[config.mk]
export PLATFORM = sky130hd
export DESIGN_NAME = cache_refill_ctrl_flat
export DESIGN_NICKNAME = d
export VERILOG_FILES = /design/src/rtl/cache_refill_ctrl_if.sv /design/src/rtl/cache_refill_ctrl.sv /design/src/flat_wrapper.sv
export SDC_FILE = /design/constraint.sdc
export NUM_CORES = 1
export LEC_CHECK = 0
export ABC_CLOCK_PERIOD_IN_PS = 2350
export CAP_MARGIN = 20
export CORE_AREA = 2 2 244 246
export DETAILED_ROUTE_END_ITERATION = 10
export DIE_AREA = 0 0 246 248
export GPL_TIMING_DRIVEN = 0
export PLACE_DENSITY = 0.61
export SYNTH_ARGS = -nofsm -noshare
export SYNTH_HDL_FRONTEND = slang
export SYNTH_SLANG_ARGS = --single-unit
[constraint.sdc]
create_clock -name clk -period 2.35 [get_ports clk]
set_input_delay 0.5875 -clock clk [delete_from_list [all_inputs] [get_ports clk]]
set_output_delay 0.5875 -clock clk [all_outputs]
set_load 0.005 [all_outputs]
[src/rtl/cache_refill_ctrl_if.sv]
// Memory-side request/ready bus of the data-cache refill controller.
//
// Signals:
//   mem_req   - block transaction request (master -> slave)
//   mem_we    - 1 = block write, 0 = block read (master -> slave)
//   mem_addr  - block-aligned address (master -> slave)
//   mem_wdata - write-back block (master -> slave)
//   mem_ready - request accepted / completed this cycle (slave -> master)
//   mem_rdata - read block, valid with mem_ready on a read (slave -> master)
interface cache_refill_ctrl_if #(
    parameter int unsigned DATA_WIDTH = 32,
    parameter int unsigned BLOCK_BITS = 128
);
    logic                  mem_req;
    logic                  mem_we;
    logic [DATA_WIDTH-1:0] mem_addr;
    logic [BLOCK_BITS-1:0] mem_wdata;
    logic                  mem_ready;
    logic [BLOCK_BITS-1:0] mem_rdata;

    modport master (
        output mem_req,
        output mem_we,
        output mem_addr,
        output mem_wdata,
        input  mem_ready,
        input  mem_rdata
    );

    modport slave (
        input  mem_req,
        input  mem_we,
        input  mem_addr,
        input  mem_wdata,
        output mem_ready,
        output mem_rdata
    );
endinterface

[src/rtl/cache_refill_ctrl.sv]
// Miss controller for a 2-way, 4-word-block data cache.
// Detects misses, stalls the pipeline, writes back a dirty victim, fetches the missing block
// and presents it to the cache for one fill cycle. One memory transaction at a time.
//
// Ports:
//   clk, rst_n          - clock (rising edge), asynchronous active-low reset
//   rd_en, wr_en, addr  - pipeline access request
//   hit                 - combinational hit from the cache
//   victim_dirty/addr/data - replacement-way state, sampled when the miss is detected
//   fetch_data/enable   - refill block, cache fills on the fetch_enable cycle
//   stall               - freeze pipeline (combinational, asserted in the detect cycle)
//   mem                 - memory port (cache_refill_ctrl_if.master)
//   perf_hits/misses/writebacks - only with CACHE_REFILL_PERF_EN defined
//
// Optional feature macro: CACHE_REFILL_PERF_EN (adds 32-bit wrapping performance counters).
module cache_refill_ctrl #(
    parameter int unsigned DATA_WIDTH = 32,
    parameter int unsigned BLOCK_BITS = 128
) (
    input  logic                  clk,
    input  logic                  rst_n,
    input  logic                  rd_en,
    input  logic                  wr_en,
    input  logic [DATA_WIDTH-1:0] addr,
    input  logic                  hit,
    input  logic                  victim_dirty,
    input  logic [DATA_WIDTH-1:0] victim_addr,
    input  logic [BLOCK_BITS-1:0] victim_data,
    output logic [BLOCK_BITS-1:0] fetch_data,
    output logic                  fetch_enable,
    output logic                  stall,
    cache_refill_ctrl_if.master   mem
`ifdef CACHE_REFILL_PERF_EN
    ,
    output logic [31:0]           perf_hits,
    output logic [31:0]           perf_misses,
    output logic [31:0]           perf_writebacks
`endif
);

    // Byte-offset bits within a block are cleared to form the block address.
    localparam logic [DATA_WIDTH-1:0] OffsetMask = DATA_WIDTH'(BLOCK_BITS / 8 - 1);

    typedef enum logic [1:0] {StIdle, StWb, StFill, StResp} state_e;

    state_e                state_q, state_d;
    logic [DATA_WIDTH-1:0] miss_addr_q, miss_addr_d;
    logic [DATA_WIDTH-1:0] victim_addr_q, victim_addr_d;
    logic [BLOCK_BITS-1:0] victim_data_q, victim_data_d;
    logic [BLOCK_BITS-1:0] fill_buf_q, fill_buf_d;

    logic access;
    logic miss;

    assign access = rd_en | wr_en;
    assign miss   = (state_q == StIdle) && access && !hit;

    always_ff @(posedge clk or negedge rst_n) begin
        if (!rst_n) begin
            state_q       <= StIdle;
            miss_addr_q   <= '0;
            victim_addr_q <= '0;
            victim_data_q <= '0;
            fill_buf_q    <= '0;
        end else begin
            state_q       <= state_d;
            miss_addr_q   <= miss_addr_d;
            victim_addr_q <= victim_addr_d;
            victim_data_q <= victim_data_d;
            fill_buf_q    <= fill_buf_d;
        end
    end

    always_comb begin
        state_d       = state_q;
        miss_addr_d   = miss_addr_q;
        victim_addr_d = victim_addr_q;
        victim_data_d = victim_data_q;
        fill_buf_d    = fill_buf_q;

        mem.mem_req   = 1'b0;
        mem.mem_we    = 1'b0;
        mem.mem_addr  = '0;
        mem.mem_wdata = '0;
        fetch_enable  = 1'b0;
        stall         = 1'b1;

        unique case (state_q)
            StIdle: begin
                stall = miss;
                if (miss) begin
                    miss_addr_d = addr & ~OffsetMask;
                    if (victim_dirty) begin
                        victim_addr_d = victim_addr;
                        victim_data_d = victim_data;
                        state_d       = StWb;
                    end else begin
                        state_d = StFill;
                    end
                end
            end
            StWb: begin
                mem.mem_req   = 1'b1;
                mem.mem_we    = 1'b1;
                mem.mem_addr  = victim_addr_q;
                mem.mem_wdata = victim_data_q;
                if (mem.mem_ready) begin
                    state_d = StFill;
                end
            end
            StFill: begin
                mem.mem_req  = 1'b1;
                mem.mem_addr = miss_addr_q;
                if (mem.mem_ready) begin
                    fill_buf_d = mem.mem_rdata;
                    state_d    = StResp;
                end
            end
            StResp: begin
                fetch_enable = 1'b1;
                state_d      = StIdle;
            end
            default: begin
                state_d = StIdle;
            end
        endcase
    end

    assign fetch_data = fill_buf_q;

`ifdef CACHE_REFILL_PERF_EN
    logic [31:0] perf_hits_q, perf_hits_d;
    logic [31:0] perf_misses_q, perf_misses_d;
    logic [31:0] perf_wbs_q, perf_wbs_d;

    always_comb begin
        perf_hits_d   = perf_hits_q;
        perf_misses_d = perf_misses_q;
        perf_wbs_d    = perf_wbs_q;
        if ((state_q == StIdle) && access && hit) begin
            perf_hits_d = perf_hits_q + 32'd1;
        end
        if (miss) begin
            perf_misses_d = perf_misses_q + 32'd1;
        end
        if ((state_q == StWb) && mem.mem_ready) begin
            perf_wbs_d = perf_wbs_q + 32'd1;
        end
    end

    always_ff @(posedge clk or negedge rst_n) begin
        if (!rst_n) begin
            perf_hits_q   <= '0;
            perf_misses_q <= '0;
            perf_wbs_q    <= '0;
        end else begin
            perf_hits_q   <= perf_hits_d;
            perf_misses_q <= perf_misses_d;
            perf_wbs_q    <= perf_wbs_d;
        end
    end

    assign perf_hits       = perf_hits_q;
    assign perf_misses     = perf_misses_q;
    assign perf_writebacks = perf_wbs_q;
`endif

endmodule
[src/flat_wrapper.sv]
// flat-port wrapper written by rule: the top's interface ports become plain ports
module cache_refill_ctrl_flat 
#(
    parameter int unsigned DATA_WIDTH = 32,
    parameter int unsigned BLOCK_BITS = 128
)
  (clk, rst_n, rd_en, wr_en, addr, hit, victim_dirty, victim_addr, victim_data, fetch_data, fetch_enable, stall, mem_mem_req, mem_mem_we, mem_mem_addr, mem_mem_wdata, mem_mem_ready, mem_mem_rdata);
  cache_refill_ctrl_if #(.DATA_WIDTH(DATA_WIDTH), .BLOCK_BITS(BLOCK_BITS)) mem_i ();
  input  logic clk;
  input  logic rst_n;
  input  logic rd_en;
  input  logic wr_en;
  input  logic [DATA_WIDTH-1:0] addr;
  input  logic hit;
  input  logic victim_dirty;
  input  logic [DATA_WIDTH-1:0] victim_addr;
  input  logic [BLOCK_BITS-1:0] victim_data;
  output logic [BLOCK_BITS-1:0] fetch_data;
  output logic fetch_enable;
  output logic stall;
  output wire logic [$bits(mem_i.mem_req)-1:0] mem_mem_req;
  output wire logic [$bits(mem_i.mem_we)-1:0] mem_mem_we;
  output wire logic [$bits(mem_i.mem_addr)-1:0] mem_mem_addr;
  output wire logic [$bits(mem_i.mem_wdata)-1:0] mem_mem_wdata;
  input wire logic [$bits(mem_i.mem_ready)-1:0] mem_mem_ready;
  input wire logic [$bits(mem_i.mem_rdata)-1:0] mem_mem_rdata;
  assign mem_mem_req = mem_i.mem_req;
  assign mem_mem_we = mem_i.mem_we;
  assign mem_mem_addr = mem_i.mem_addr;
  assign mem_mem_wdata = mem_i.mem_wdata;
  assign mem_i.mem_ready = mem_mem_ready;
  assign mem_i.mem_rdata = mem_mem_rdata;
  cache_refill_ctrl #(.DATA_WIDTH(DATA_WIDTH), .BLOCK_BITS(BLOCK_BITS)) u_core (.clk(clk), .rst_n(rst_n), .rd_en(rd_en), .wr_en(wr_en), .addr(addr), .hit(hit), .victim_dirty(victim_dirty), .victim_addr(victim_addr), .victim_data(victim_data), .fetch_data(fetch_data), .fetch_enable(fetch_enable), .stall(stall), .mem(mem_i));
endmodule
==> impl_results.md, run 1 <==
* Status: finished, violations left
* Failing checks: setup timing
* Area occupied by multi-input gates at 5510 um^2
* Number of buffers added on ports at 614
* Drt first pass iters at 4
* DR DRC count at 0
* Top-count cell post-synth: dfrtp_1
* Layout cells sized above 1 at 0.476
* Seq/Total Area, Yosys at 0.591
* Total track usage at 0.143
* Final Hold Fails at 0
* Starting Density at 0.230
* # hold bufs at CTS at 0
* Gp weighted congestion at 0.764
* Layer with the highest usage: met2
* Count of pins over their slew limit at 0
* Final Instance Area at 23200 um^2
* H-Tree Depth at 2
* DRT antenna net count at 0
* Number of synthesized flops with an enable pin at 0
* RSZ-0062 raised after global routing: true
* Largest net degree at the start of global routing at 89
* Commonest cells in the netlist: 318 x dfrtp_1, 216 x mux2_2, 130 x and2_1
* Antenna violations before repair at 2
* Max Clk Rate at 370 MHz
* Placed Area at between 20000 and 25000 um^2
* Main flop type after synthesis: dfrtp_1
* Crit path from: u_core.state_q[1]
* Overall Power at approximately 29 mW
* Wire length of the first global-routing pass at roughly 66000 um
* Final WL at 46300 um
* Post-synthesis cell type count at 21
* Clock Tree Root: clkbuf_16
* Required time of the critical path at 1.76 ns
* Worst r2r src: u_core.state_q[1]
* Clock Path Buffers at 3
* Max-cap violation count at 0
* Rel. slew slack at 0.552
* Yosys warns at 0
* Vias per cell at 4.10
* Sink Count at 318
* Yosys top cell area share at 0.591
* Final design utilization at 0.396
* Crit path largest cell delay at 0.40 ns
* Die area at 61000 um^2
* Met3 usage at 0.0437
* Worst Slack Setup Final at -0.354 ns
* Fin cells at 2388
* Die W at 246 um
* Area growth from synthesis to layout at 72.2%
* R2R cell count at 6
* P_leak at roughly 10 nW
* Peak VDD IR at about 0.83 mV
* Reg area at roughly 8000 um^2
* M2 GR Usage at 0.249
* Synth async-reset ratio at 1.00
* Power Dens Cells at ~1300 nW/um^2
* Critical path's top delay family: buffers and inverters
* Top-Level Pins at 619
* Wire per inst at 19.4 um
* DRT iter0 DRCs at 225
* Area of the core at just under 60000 um^2
* Main area contributors after synthesis: dfrtp_1 59%, mux2_2 18%, mux2_4 11%, and2_1 6.0%, a22o_1 1.8%
* Startpoint types: flip-flop
* Classification of the worst setup path: reg2out
* Fin crit period at 2.70 ns
* Clk pin slew, worst setup/hold paths at about 0.060 ns
* CP Capture Point: mem_mem_addr[20]
* CP max-delay cell: dfrtp_1
* Crit-path max FO at 5
* Clk_skew at 0.0109 ns
* Mean post-synth cell area at 15.5 um^2
* WP buf/inv at 4
* Critical path depth at 7
* Vias post-DR at 9787
* FP Rows at 89
* CP Capture Type: primary output
* Slew @ Worst Pin at 0.672 ns
* Fin crit share at 1.15
* Hold Crit Class: in2async
* Synth Register Bits at ~320
* Fin nets at about 1900
* Worst hold margin at 0.0396 ns
* Post-synth net total at 1201
* Worst path arrival time at 2.12 ns
* Cell taking the most area after synthesis: dfrtp_1
* Cts bufs inserted at 38
* Post-Syn Instances at ~870
* Worst-Skew Late Latency at 0.53 ns
* Inst Count DP at 2259
* Met1 Use GR at 0.170
* Global route total overflow at 0
* HPWL after detailed placement at around 34000 um
* Post-Synthesis Cell Area at ~13000 um^2
* Die Y at between 200 and 250 um
* Crit-path cells: inv_2 > ha_4 > and2_4 > buf_12 > buf_8 > a22o_4 > buf_6
* FILL cells at 5509
* Flop-to-flop setup slack at 0.29 ns
* CTS tree: yes
* Vias in the first global route at 10730
* Final setup viols at 160
* Critical R2R Capture: u_core.fetch_data[58]
what timing repair did:
| item | in CTS | in global routing |
|---|---|---|
| pin swaps | 90 | 45 |
| setup buffers | 46 | 11 |
| gates cloned | 12 | 2 |
| gates resized for setup | 914 | 108 |
| setup endpoints to repair | 263 | 162 |
report_power, final:
part	total (mW)	switching (mW)	leakage [nW]	internal, mW
combinational	13.3	4.32	6.07	8.95
clock	5.98	2.35	0.628	3.63
sequential	9.81	1.53	3.79	8.28
total	29.1	8.20	10.5	20.9
metrics by stage:
| stage | worst slack, ns | TNS (ns) |
|---|---|---|
| floorplan | 0.197 | 0 |
| global placement | -13.57 | -4461.55 |
| detailed placement | -1.49 | -172.03 |
| CTS | -0.456 | -47.10 |
| global route | -0.423 | -49.28 |
| finish | -0.354 | -35.23 |
cells by family after synthesis:
logic type      after synthesis  synth area share
mux                         319             0.295
compound gates               32            0.0210
simple gates                140            0.0646
flops                       318             0.591
fa+ha+maj                     5           0.00465
buf+inv                      55            0.0236
area by class of cell:
cell class              count  area share
clock inverters            12     0.00600
well taps                 773      0.0418
inverters                   2    0.000324
flip-flops and latches    318       0.344
repair buffers            678       0.298
diodes                      2    0.000216
plain buffers              50      0.0235
clock buffers              57      0.0485
multi-input cells         496       0.238
worst min-delay path by stage:
stage                                    end  cells past startpoint                startpoint  slack [ns]
CTS                    u_core.fetch_data[89]                      1                     rst_n        0.03
floorplan               u_core.fetch_data[0]                      0                     rst_n        0.29
global placement    u_core.victim_data_q[20]                      1  u_core.victim_data_q[20]        0.48
detailed placement  u_core.victim_data_q[54]                      1  u_core.victim_data_q[54]        0.48
finish                 u_core.fetch_data[89]                      1                     rst_n        0.04
global route           u_core.fetch_data[94]                      1                     rst_n        0.04
sequential cells by signal (all words and copies together), names as in the netlist:
signal,count
u_core.fetch_data,128
u_core.victim_data_q,128
u_core.victim_addr_q,32
u_core.miss_addr_q,28
u_core.state_q,2
per-layer routing:
layer,wire length [um],up-vias
li1,-,4453
met1,17900,4911
met2,23600,352
met3,3690,69
met4,985,2
met5,7,-
placed cells by master, fill, tap and decap left out, drive strengths merged:
master           n
a22o            28
a2bb2oi          1
and2           130
and3             4
buf            262
bufinv           3
clkbuf          66
clkdlybuf4s15    5
clkdlybuf4s50  449
clkinv           8
dfrtp          318
diode            2
dlygate4sd2      2
dlymetal6s2s     1
ha               5
inv              3
mux2           316
mux2i            3
nand2            4
nand3            1
nor2             1
o21ai            1
o21ba            1
o21bai           1
worst register-to-register path: stages (launching register included):
cell	delay, ns
dfrtp_1	0.40
buf_4	0.16
ha_4	0.17
nand2_1	0.12
clkbuf_2	0.34
buf_2	0.37
mux2_2	0.39
No activity file was read; power rests on OpenSTA's default activity.
==> inputs of run 2 (changes only) <==
--- a/config.mk
+++ b/config.mk
@@ -7,11 +7,12 @@
 export LEC_CHECK = 0
 export ABC_CLOCK_PERIOD_IN_PS = 2350
 export CAP_MARGIN = 20
-export CORE_AREA = 2 2 244 246
+export CORE_AREA = 4 4 239 241
+export CTS_CLUSTER_DIAMETER = 200
 export DETAILED_ROUTE_END_ITERATION = 10
-export DIE_AREA = 0 0 246 248
+export DIE_AREA = 0 0 243 245
 export GPL_TIMING_DRIVEN = 0
-export PLACE_DENSITY = 0.61
+export PLACE_DENSITY = 0.63
 export SYNTH_ARGS = -nofsm -noshare
 export SYNTH_HDL_FRONTEND = slang
 export SYNTH_SLANG_ARGS = --single-unit
==> run 2 against run 1 <==
  * The flow still finishes with violations (setup timing)
  * Clock skew down 0.0023 ns
  * Maximum frequency shrank 1.2%
  * Die area shrank 2.4%
  * Critical path depth up 1
  * Core utilization up 2.2 points
  * Design area down 0.85%
  * Power shrank 0.91%
  * Hold slack better by 0.12 ns
  * Sequential share of layout area up 0.30 points
  * Via count shrank 0.79%
  * Critical endpoint is now mem_mem_wdata[102]
  * Largest cell class unchanged
  * Highest routed layer unchanged
==> impl_results.md, run 2 (synthesis results as in run 1) <==
* Crit path largest cell delay at 0.41 ns (was 0.40 ns)
* Largest net degree at the start of global routing at 116 (was 89)
* Inst Count DP at 2189 (was 2259)
* Critical R2R Capture: u_core.fetch_data[23] (was u_core.fetch_data[58])
* Final setup viols at 160 (unchanged)
* Status: finished, violations left (unchanged)
* Clock Tree Root: clkbuf_16 (unchanged)
* CP max-delay cell: dfrtp_1 (unchanged)
* DR DRC count at 0 (unchanged)
* Die area at 59500 um^2 (was 61000 um^2)
* Final Hold Fails at 0 (unchanged)
* Worst path arrival time at 2.15 ns (was 2.12 ns)
* Area of the core at 54900 um^2 (was 58500 um^2)
* CTS tree: yes (unchanged)
* Peak VDD IR at 0.781 mV (was 0.831 mV)
* Wire per inst at 20.7 um (was 19.4 um)
* Overall Power at 28.8 mW (was 29.1 mW)
* DRT iter0 DRCs at 264 (was 225)
* Drt first pass iters at 4 (unchanged)
* Layout cells sized above 1 at 0.482 (was 0.476)
* Top-Level Pins at 619 (unchanged)
* Most frequent cells in the layout: 449 x clkdlybuf4s50_1, 318 x dfrtp_1, 216 x mux2_2 (unchanged)
* P_leak at 10.4 nW (was 10.5 nW)
* Max-cap violation count at 0 (unchanged)
* Failing checks: setup timing (unchanged)
* # hold bufs at CTS at 0 (unchanged)
* Die W at 243 um (was 246 um)
* Area growth from synthesis to layout at 70.7% (was 72.2%)
* Final Instance Area at 23000 um^2 (was 23200 um^2)
* HPWL after detailed placement at 35300 um (was 34200 um)
* FP Rows at 86 (was 89)
* Flop-to-flop setup slack at 0.30 ns (was 0.29 ns)
* CP Capture Type: primary output (unchanged)
* Fin crit share at 1.16 (was 1.15)
* DRT antenna net count at 0 (unchanged)
* Clk_skew at 0.00863 ns (was 0.0109 ns)
* Vias per cell at 4.22 (was 4.10)
* Critical path's top delay family: buffers and inverters (unchanged)
* Crit-path max FO at 6 (was 5)
* Final design utilization at 0.418 (was 0.396)
* Power Dens Cells at 1250 nW/um^2 (about the same)
* Wire length of the first global-routing pass at 70300 um (was 66200 um)
* RSZ-0062 raised after global routing: true (unchanged)
* Count of pins over their slew limit at 0 (unchanged)
* Fin nets at 1900 (was 1916)
* Classification of the worst setup path: reg2out (unchanged)
* R2R cell count at 7 (was 6)
* Worst r2r src: u_core.state_q[0] (was u_core.state_q[1])
* Antenna violations before repair at 7 (was 2)
* Fin crit period at 2.74 ns (was 2.70 ns)
* Clk pin slew, worst setup/hold paths at 0.06 ns (about the same)
* Clock Path Buffers at 3 (unchanged)
* Fin cells at 2301 (was 2388)
* Starting Density at 0.245 (was 0.230)
* Final WL at 47600 um (was 46300 um)
* Max Clk Rate at 365 MHz (was 370 MHz)
* Placed Area at 20500 um^2 (was 20700 um^2)
* Crit-path cells: buf_6 > ha_4 > buf_12 > clkbuf_16 > buf_8 > clkbuf_16 > and2_4 > buf_6 (was inv_2 > ha_4 > and2_4 > buf_12 > buf_8 > a22o_4 > buf_6)
* Commonest non-fill, non-tap cell in the layout: clkdlybuf4s50_1 (unchanged)
* Sink Count at 318 (unchanged)
* Total track usage at 0.154 (was 0.143)
* Vias in the first global route at 11075 (was 10730)
* Die Y at 245 um (was 248 um)
* Gp weighted congestion at 0.816 (was 0.764)
* WP buf/inv at 6 (was 4)
* Hold Crit Class: in2async (unchanged)
* Worst Slack Setup Final at -0.387 ns (was -0.354 ns)
* Number of buffers added on ports at 614 (unchanged)
* Vias post-DR at 9710 (was 9787)
* Global route total overflow at 0 (unchanged)
* Setup TNS at -38.99 ns (was -35.23 ns)
* Worst-Skew Late Latency at 0.54 ns (was 0.53 ns)
* Required time of the critical path at 1.76 ns (about the same)
* Cts bufs inserted at 38 (unchanged)
* Rel. slew slack at 0.407 (was 0.552)
* H-Tree Depth at 2 (unchanged)
* Slew @ Worst Pin at 0.889 ns (was 0.672 ns)
* Startpoint types: flip-flop (unchanged)
-- run 2: changes by cell type in the layout (fill, tap and decap cells not counted), sizes merged --
cell,change
clkinvlp,+2
dlygate4sd2,-1
bufinv,-2
buf,-15
clkdlybuf4s15,-4
clkbuf,+1
inv,+1
-- run 2: how the worst max path moves through the flow --
stage / start / endpoint / cells past startpoint
after floorplan: u_core.state_q[0] / mem_mem_addr[10] / 6
after global placement: rst_n / u_core.victim_data_q[117] / 1
after detailed placement: u_core.state_q[1] / mem_mem_wdata[102] / 6
after CTS: u_core.state_q[0] / mem_mem_addr[23] / 8
after global routing: u_core.state_q[0] / mem_mem_wdata[102] / 8
final: u_core.state_q[0] / mem_mem_wdata[102] / 8
-- run 2: what timing repair did --
item / CTS / global route
buffers inserted: 33 / 1
endpoints found under the setup margin: 163 / 262
cloned: 16 / 0
gates resized for setup: 954 / 79
pin swaps: 117 / 32
-- run 2: per-layer routing --
layer  wire length (um)  track usage
met1              18500        0.179
met3               3640       0.0512
met4               1420       0.0572
met2              24000        0.267
met5                 48            0
-- run 2: report_power, final --
group / switching, mW / internal [mW] / total [mW]
Clock: 2.35 / 3.41 / 5.76
Combinational: 4.32 / 8.87 / 13.2
Sequential: 1.57 / 8.28 / 9.85
-- run 2: area by class of cell --
class	count	area [um^2]
Tap cell	704	881
Clock inverter	13	103
Antenna cell	2	5.00
Timing Repair Buffer	662	6820
Inverter	2	10.0
Multi-Input combinational cell	496	5520
Buffer	50	558
Sequential cell	318	7960
Fill cell	5098	31900
Clock buffer	54	1110
-- run 2: metrics by stage --
step	hold slack [ns]	setup slack (ns)
after floorplan	0.292	0.197
after global placement	0.478	-13.51
after detailed placement	0.484	-1.36
after CTS	0.153	-0.416
after global routing	0.211	-0.446
final	0.162	-0.387
==> inputs of run 3 (changes only) <==
--- a/config.mk
+++ b/config.mk
@@ -7,12 +7,15 @@
 export LEC_CHECK = 0
 export ABC_CLOCK_PERIOD_IN_PS = 2350
 export CAP_MARGIN = 20
-export CORE_AREA = 4 4 239 241
+export CELL_PAD_IN_SITES_DETAIL_PLACEMENT = 1
+export CELL_PAD_IN_SITES_GLOBAL_PLACEMENT = 1
+export CORE_AREA = 4 4 240 242
 export CTS_CLUSTER_DIAMETER = 200
 export DETAILED_ROUTE_END_ITERATION = 10
-export DIE_AREA = 0 0 243 245
+export DIE_AREA = 0 0 244 246
 export GPL_TIMING_DRIVEN = 0
-export PLACE_DENSITY = 0.63
+export PLACE_DENSITY = 0.74
 export SYNTH_ARGS = -nofsm -noshare
 export SYNTH_HDL_FRONTEND = slang
 export SYNTH_SLANG_ARGS = --single-unit
+export TNS_END_PERCENT = 30
==> run 3 against run 2 <==
  * The flow still finishes with violations (setup timing)
  * Critical endpoint is now mem_mem_addr[31]
  * Die area is 0.82% higher
  * Routed wire length up 7.1%
  * First-iteration DRC count decreased by 0.76%
  * Non-clock buffer count up 3
  * Worst setup slack improved by 0.070 ns
  * Register-to-register slack worse by 0.12 ns
  * Sequential share of layout area hardly changed
  * Via count grew 2.1%
  * Final cell count is 1.9% higher
  * Power rose by 2.1%
  * Combinational power barely moved
  * Largest power group unchanged
  * Clock skew grew 0.013 ns
==> impl_results.md, run 3 (synthesis results as in run 1) <==
* Fin cells at 2345 (was 2301)
* Vias per cell at 4.23 (was 4.22)
* Gp weighted congestion at 0.806 (was 0.816)
* Final WL at 51000 um (was 47600 um)
* H-Tree Depth at 2 (unchanged)
* DRT iter0 DRCs at 262 (was 264)
* Slew @ Worst Pin at 0.918 ns (was 0.889 ns)
* FP Rows at 86 (unchanged)
* Worst path arrival time at 2.08 ns (was 2.15 ns)
* Total track usage at 0.163 (was 0.154)
* Final design utilization at 0.417 (was 0.418)
* Area of the core at 55100 um^2 (was 54900 um^2)
* Die area at 60000 um^2 (was 59500 um^2)
* Power Dens Cells at 1280 nW/um^2 (was 1250 nW/um^2)
* DRT antenna net count at 0 (unchanged)
* HPWL after detailed placement at 37300 um (was 35300 um)
* Wire per inst at 21.8 um (was 20.7 um)
* DR DRC count at 0 (unchanged)
* Failing checks: setup timing (unchanged)
* Die W at 244 um (was 243 um)
* P_leak at 10.4 nW (about the same)
* Status: finished, violations left (unchanged)
* Setup TNS at -27.00 ns (was -38.99 ns)
* Required time of the critical path at 1.76 ns (about the same)
* Pre-CTS setup slack at -1.42 ns (was -1.36 ns)
* Classification of the worst setup path: reg2out (unchanged)
* Vias in the first global route at 11465 (was 11075)
* Starting Density at 0.244 (was 0.245)
* Peak VDD IR at 0.787 mV (was 0.781 mV)
* Cts bufs inserted at 39 (was 38)
* FILL cells at 5741 (was 5098)
* Flop-to-flop setup slack at 0.18 ns (was 0.30 ns)
* Global route total overflow at 0 (unchanged)
* Die Y at 246 um (was 245 um)
* Top-Level Pins at 619 (unchanged)
* CP Capture Type: primary output (unchanged)
* Crit-path max FO at 6 (unchanged)
* Drt first pass iters at 4 (unchanged)
* Startpoint types: flip-flop (unchanged)
* Vias post-DR at 9910 (was 9710)
* Count of pins over their slew limit at 0 (unchanged)
* Critical R2R Capture: u_core.fetch_data[84] (was u_core.fetch_data[23])
* CTS tree: yes (unchanged)
* Hold Crit Class: in2async (unchanged)
* Fin nets at 1904 (was 1900)
* Commonest non-fill, non-tap cell in the layout: clkdlybuf4s50_1 (unchanged)
* Wire length of the first global-routing pass at 74900 um (was 70300 um)
* Most frequent cells in the layout: 450 x clkdlybuf4s50_1, 318 x dfrtp_1, 216 x mux2_2 (was 449 x clkdlybuf4s50_1, 318 x dfrtp_1, 216 x mux2_2)
* Clk_skew at 0.0215 ns (was 0.00863 ns)
* Crit path from: u_core.state_q[0] (unchanged)
* Number of buffers added on ports at 614 (unchanged)
* Final setup viols at 162 (was 160)
* Worst r2r src: u_core.state_q[1] (was u_core.state_q[0])
* Worst-Skew Late Latency at 0.55 ns (was 0.54 ns)
* Antenna violations before repair at 4 (was 7)
* Fin crit share at 1.14 (was 1.16)
* Worst hold margin at 0.136 ns (was 0.162 ns)
* Clock Path Buffers at 3 (unchanged)
* RSZ-0062 raised after global routing: true (unchanged)
* Max Clk Rate at 375 MHz (was 365 MHz)
* Clock Tree Root: clkbuf_16 (unchanged)
* Sink Count at 318 (unchanged)
* Inst Count DP at 2233 (was 2189)
* R2R cell count at 6 (was 7)
* Max-cap violation count at 0 (unchanged)
* Fin crit period at 2.67 ns (was 2.74 ns)
* Worst Slack Setup Final at -0.317 ns (was -0.387 ns)
* Largest net degree at the start of global routing at 114 (was 116)
* Rel. slew slack at 0.388 (was 0.407)
* Final Hold Fails at 0 (unchanged)
* Layout cells sized above 1 at 0.468 (was 0.482)
* Area growth from synthesis to layout at 70.7% (about the same)
* Clk pin slew, worst setup/hold paths at 0.06 ns (about the same)
-- run 3: cell count changes in the layout (fill, tap and decap cells not counted), moves of 4 or more --
cell,change
and2_4,-23
clkbuf_8,-9
buf_8,-6
clkbuf_16,+4
clkbuf_2,+12
buf_2,+9
and2_1,+23
bufinv_16,+5
buf_6,-14
-- run 3: worst max-delay path by stage --
stage	end	slack, ns	cells after the start
3_5_place_dp	mem_mem_wdata[67]	-1.42	6
6_report	mem_mem_addr[31]	-0.32	7
3_3_place_gp	u_core.victim_data_q[68]	-13.76	1
4_1_cts	mem_mem_addr[31]	-0.35	7
2_1_floorplan	mem_mem_addr[10]	0.20	6
5_1_grt	mem_mem_addr[31]	-0.40	7
-- run 3: what timing repair did --
item | 4_1_cts | 5_1_grt
buffers inserted | 30 | 6
endpoints found under the setup margin | 163 | 189
cloned | 10 | 3
gates resized for setup | 820 | 144
pin swaps | 86 | 32
hold buffers | 0 | 0
-- run 3: final cells by class --
class	count	area (um^2)	share of cell area
Antenna cell	3	7.51	0.000327
Buffer	50	563	0.0245
Clock buffer	48	1050	0.0458
Clock inverter	15	245	0.0107
Inverter	2	7.51	0.000327
Multi-Input combinational cell	496	5490	0.239
Sequential cell	318	7960	0.347
Tap cell	748	936	0.0408
Timing Repair Buffer	665	6700	0.292
-- run 3: per-layer routing --
metal / up-vias / wire (um) / GRT usage / share of wire
li1: 4410 / - / - / -
met1: 5076 / 18300 / 0.173 / 0.36
met2: 360 / 27400 / 0.304 / 0.54
met3: 60 / 4170 / 0.0625 / 0.082
met4: 4 / 1080 / 0.0397 / 0.021
met5: - / 21 / 0 / 0.00041
-- run 3: where the power goes --
| part | internal (mW) | leakage [nW] | switching (mW) |
|---|---|---|---|
| Clock | 3.82 | 0.630 | 2.40 |
| Combinational | 8.78 | 5.98 | 4.52 |
| Sequential | 8.28 | 3.79 | 1.59 |
| Total | 20.9 | 10.4 | 8.52 |
-- run 3: critical path: stages (launching register included) --
cell,delay [ns]
dfrtp_1,0.39
inv_2,0.13
ha_4,0.22
and2_4,0.15
buf_12,0.15
buf_8,0.13
a22o_4,0.26
buf_6,0.12
-- run 3: per-stage QoR --
step	power (mW)	cell area (um^2)
after floorplan	14.6	13500
after global placement	21.0	20500
after detailed placement	21.4	20600
after CTS	29.2	22600
after global routing	31.0	23000
final	29.4	23000
